## src/rtl/xvec2_vscale_vecfile_param.sv

```systemverilog
// Grouped vector register file: VEC_SIZE lanes per group, per-lane masked writes,
// optional write-to-read forwarding, per-group pending bits and a zero-fill init sweep.
module xvec2_vscale_vecfile_param #(
  parameter int XPR_LEN  = 32,
  parameter int VEC_SIZE = 4,
  parameter int NUM_XPR  = 32,
  parameter int BYPASS   = 1
) (
  input  logic                          clk,
  input  logic                          reset,
  input  logic [$clog2(NUM_XPR)-1:0]    ra1,
  input  logic [$clog2(NUM_XPR)-1:0]    ra2,
  output logic [VEC_SIZE*XPR_LEN-1:0]   rd1,
  output logic [VEC_SIZE*XPR_LEN-1:0]   rd2,
  input  logic                          wen,
  input  logic [$clog2(NUM_XPR)-1:0]    wa,
  input  logic [VEC_SIZE-1:0]           wmask,
  input  logic [VEC_SIZE*XPR_LEN-1:0]   wd,
  input  logic                          mark_pend,
  input  logic [$clog2(NUM_XPR)-1:0]    mark_addr,
  output logic                          pend1,
  output logic                          pend2,
  output logic                          ready
);

  localparam int AW      = $clog2(NUM_XPR);
  localparam int LW      = $clog2(VEC_SIZE);
  localparam int GW      = AW - LW;
  localparam int NGROUPS = NUM_XPR / VEC_SIZE;
  localparam int DW      = VEC_SIZE * XPR_LEN;
  localparam logic [AW-1:0] LO_MASK = AW'(VEC_SIZE - 1);

  typedef logic [GW-1:0] grp_t;
  typedef enum logic {S_INIT, S_READY} state_t;

  function automatic grp_t grp(input logic [AW-1:0] a);
    return a[AW-1:LW];
  endfunction

  state_t               state_q, state_d;
  grp_t                 cnt_q, cnt_d;
  logic [NGROUPS-1:0]   pend_q, pend_d;

  grp_t                 ra1_g, ra2_g, wa_g, mk_g;
  logic                 wr_en;
  grp_t                 wr_grp;
  logic [VEC_SIZE-1:0]  wr_lanes;
  logic [DW-1:0]        wr_data;
  logic                 byp_en;
  logic                 unused_addr_bits;

  assign ra1_g = grp(ra1);
  assign ra2_g = grp(ra2);
  assign wa_g  = grp(wa);
  assign mk_g  = grp(mark_addr);
  assign unused_addr_bits = ^{ra1 & LO_MASK, ra2 & LO_MASK, wa & LO_MASK, mark_addr & LO_MASK};

  always_ff @(posedge clk or posedge reset) begin
    if (reset) begin
      state_q <= S_INIT;
      cnt_q   <= grp_t'(1);
      pend_q  <= '0;
    end else begin
      state_q <= state_d;
      cnt_q   <= cnt_d;
      pend_q  <= pend_d;
    end
  end

  always_comb begin
    state_d = state_q;
    cnt_d   = cnt_q;
    if (state_q == S_INIT) begin
      if (cnt_q == grp_t'(NGROUPS - 1)) state_d = S_READY;
      else                              cnt_d   = cnt_q + grp_t'(1);
    end
  end

  // The init sweep and user writes share one write port; init owns it until READY.
  always_comb begin
    ready    = (state_q == S_READY);
    wr_en    = 1'b0;
    wr_grp   = wa_g;
    wr_lanes = wmask;
    wr_data  = wd;
    if (state_q == S_INIT) begin
      wr_en    = 1'b1;
      wr_grp   = cnt_q;
      wr_lanes = '1;
      wr_data  = '0;
    end else if (wen && wa_g != '0) begin
      wr_en    = 1'b1;
    end
  end

  // Clear first so a coincident mark on the same group wins.
  always_comb begin
    pend_d = pend_q;
    if (ready) begin
      if (wen && wa_g != '0)       pend_d[wa_g] = 1'b0;
      if (mark_pend && mk_g != '0) pend_d[mk_g] = 1'b1;
    end
  end

  assign pend1  = ready & pend_q[ra1_g];
  assign pend2  = ready & pend_q[ra2_g];
  assign byp_en = (BYPASS != 0) && ready && wen;

  for (genvar i = 0; i < VEC_SIZE; i++) begin : g_lane
    logic [XPR_LEN-1:0] mem_q [NGROUPS];
    logic [XPR_LEN-1:0] r1, r2;

    always_ff @(posedge clk) begin
      if (wr_en && wr_lanes[i]) mem_q[wr_grp] <= wr_data[i*XPR_LEN +: XPR_LEN];
    end

    always_comb begin
      r1 = '0;
      r2 = '0;
      if (ready && ra1_g != '0)
        r1 = (byp_en && ra1_g == wa_g && wmask[i]) ? wd[i*XPR_LEN +: XPR_LEN] : mem_q[ra1_g];
      if (ready && ra2_g != '0)
        r2 = (byp_en && ra2_g == wa_g && wmask[i]) ? wd[i*XPR_LEN +: XPR_LEN] : mem_q[ra2_g];
    end

    assign rd1[i*XPR_LEN +: XPR_LEN] = r1;
    assign rd2[i*XPR_LEN +: XPR_LEN] = r2;
  end

endmodule

```

## config.mk

```make
export PLATFORM = sky130hd
export DESIGN_NAME = xvec2_vscale_vecfile_param
export DESIGN_NICKNAME = d
export VERILOG_FILES = /design/src/rtl/xvec2_vscale_vecfile_param.sv
export SDC_FILE = /design/constraint.sdc
export NUM_CORES = 1
export LEC_CHECK = 0
export BUFFER_PORTS_ARGS = -buffer_cell sky130_fd_sc_hd__buf_2
export CORE_MARGIN = 3
export CORE_UTILIZATION = 30
export CTS_CLUSTER_DIAMETER = 50
export DETAILED_ROUTE_END_ITERATION = 10
export SKIP_CTS_REPAIR_TIMING = 1
export SLEW_MARGIN = 20
export SYNTH_ARGS = -nofsm -noshare
export SYNTH_HDL_FRONTEND = slang
export SYNTH_SLANG_ARGS = --single-unit
```

## constraint.sdc

```tcl
create_clock -name clk -period 8.1 [get_ports clk]
set_input_delay 2.43 -clock clk [delete_from_list [all_inputs] [get_ports clk]]
set_output_delay 2.43 -clock clk [all_outputs]
set_load 0.01 [all_outputs]
```

==> metrics <==
Port Buf Inserts 406; first-pass GRT wire length 208,000 um; Final Hold Viols 0; Max Buffers Root-to-Sink 3; commonest non-fill, non-tap cells in the layout 1,024 x edfxtp_1, 516 x mux4_2, 400 x buf_2, 259 x mux2_2, 256 x a22o_1; commonest non-fill, non-tap cell in the layout edfxtp_1; GP Congestion 0.730; vias after detailed routing 28,200; overall routed net length 145,000 um; #FFs+latches synth 1,036; Iter 0 DRT Violations 2,271; drc violations 0; Fmax 0.134 GHz; Cell variety after synth 36; Worst Path Max Fanout 33; Mean Syn Cell Area 20.0 um2; row count 150; worst path cell trace buf_8 > xor2_1 > nor4_4 > buf_4 > and3_2 > buf_12 > a22o_1 > buf_2; initial antenna violation count 21; clk slew on worst S/H paths 50 ps; Crit path max-delay family simple AND/OR/NAND/NOR gates; WS Path Type primary input to primary output; Finish-stage setup viols 0; Max-Slew Margin vs Limit 28.7%; mapped cell area 50,700 um2; DIE HEIGHT 417 um; CTS tree done; CP required 5670 ps; Initial Utilization 30.3%; Avg WL per Cell 27.5 um; sequential area share after synthesis 61.3%; GRT Total Usage 16.5%; NumNets Final 3,109; M2 GR Usage 28.6%; Die ar. 174,000 um2; clk_skew 30.4 ps; first drt pass iteration count 7; Min-Delay Path Class register to register; vias in the first global route 30,400; WP buf/inv 4; CTS buffer count 134; DRT antenna net count 0; CP arrival 5010 ps; most used routing layer met2; crit share post-route 91.8%; flip-flop and latch area 31,100 um2; CP Capture Type primary output; Area Growth Syn to Fin 17.9%; Power Total 12.9 mW; TNS Setup 0 ps; clock sink total 1,036; Worst-Margin Slew 1070 ps; Slew Limit Fails 0; gr ovfl total 0; power per standard cell area 217 nW/um2; met1 Use GR 19.8%; largest net degree at the start of global routing 107; htree depth 4; area of the multi-input gates 18,600 um2; die width 417 um; Via-to-Cell Ratio 5.35; Crit. Startpoint ra2[2]; fill count 15,500; clock root buffer clkbuf_16; RSZ-0062 raised after global routing false; Critical Path Source Type primary input; leakage power total 19.9 nW; fin crit period 7440 ps; DP HPWL 82,700 um; Max IR drop VDD 199 uV; GR Layer Usage met3 2.82%; reg2reg start ready; crit path max-delay cell type and3_2; worst-skew pair later-pin latency 760 ps; Max-Cap Viols 0; Hold Crit Start pend_q[0]; boundary pin count 415; layout cells sized above 1 50.0%; total core area 167,000 um2; CP max stage delay 580 ps; status complete, no violations; YS warnings 0; syn_nets 2,697; Post-Synthesis Cells 2,539
## Yosys cell counts
cell type / count / area share [%]
nor2b_1: 2 / 0.025
nor3b_1: 1 / 0.015
mux2_2: 259 / 5.8
nand3_1: 3 / 0.030
ha_1: 2 / 0.049
and2_1: 128 / 1.6
o21ai_1: 1 / 0.0099
mux2i_1: 4 / 0.079
and3_1: 8 / 0.099
dfrtp_1: 11 / 0.54
nand3b_1: 1 / 0.015
o31a_1: 3 / 0.052
a32o_1: 1 / 0.020
o31ai_1: 4 / 0.059
nand2b_1: 3 / 0.037
nand4b_1: 1 / 0.017
o21ai_0: 11 / 0.11
a22o_1: 256 / 4.4
buf_4: 10 / 0.15
nor3_1: 1 / 0.0099
xor2_1: 7 / 0.12
nor2_1: 34 / 0.25
inv_1: 4 / 0.030
buf_6: 48 / 1.1
o31ai_2: 2 / 0.049
nand2_1: 12 / 0.089
o41ai_1: 1 / 0.017
a21oi_1: 8 / 0.079
dfstp_2: 1 / 0.052
buf_1: 25 / 0.19
buf_2: 57 / 0.56
a21boi_1: 4 / 0.059
edfxtp_1: 1024 / 61
nor4_4: 2 / 0.084
mux4_2: 516 / 23
clkbuf_1: 84 / 0.62
## cell families after synthesis
kind of cell | Yosys count | share of synthesized area (%)
adders and majority gates | 2 | 0.0494
AOI/OAI and AO/OA | 291 | 4.88
DFF | 1036 | 61.3
xor gates and xnor gates | 7 | 0.121
and+or+nand+nor | 196 | 2.25
buffers and inverters | 228 | 2.62
muxes | 779 | 28.8
## per-layer routing
layer | wire (um) | share of wire, % | vias up
met2 | 74300 | 51 | 896
met5 | 0 | 0 | -
met3 | 6760 | 4.7 | 308
li1 | - | - | 11800
met1 | 56900 | 39 | 15200
met4 | 6980 | 4.8 | 0
## path summary, 6_finish.rpt
path	endpoint	slack (ps)	depth (start not counted)
max	rd2[103]	660	8
min	pend_q[0]	390	0
max reg2reg	g_lane[2].mem_q[1][19]	5340	5
min reg2reg	pend_q[0]	390	0
max in group asynchronous	ready	6020	2
min in group asynchronous	pend_q[1]	1710	2
## registers in the layout (all words and copies together), names as in the netlist
name / flops
cnt_q: 3
g_lane.mem_q: 1024
pend_q: 8
ready: 1
## power by group
group	switching [mW]	leakage, nW	internal [mW]
sequential	0.0125	9.38	5.94
combinational	0.733	8.50	0.596
clock	2.32	2.06	3.35
## cell type report
cell class | instances | share of cell area, %
antenna | 12 | 0.0503
clock buffer | 156 | 5.86
clock inverter | 83 | 1.23
inverter | 4 | 0.0251
multi-input combinational | 1275 | 31.2
sequential | 1036 | 52.0
tap | 2204 | 4.62
timing repair buffer | 500 | 5.02
## metrics by stage
step	std cells	setup WS (ps)	hold slack [ps]	utilization [%]	instance area, um2
2_1_floorplan	2539	1710	441	-	50700
3_3_place_gp	5019	669	389	33.1	55400
3_5_place_dp	5019	628	385	33.1	55400
4_1_cts	5258	626	396	35.6	59700
5_1_grt	5270	521	407	35.7	59700
6_report	5270	661	394	35.7	59700
(Power assumes the default switching activity.)
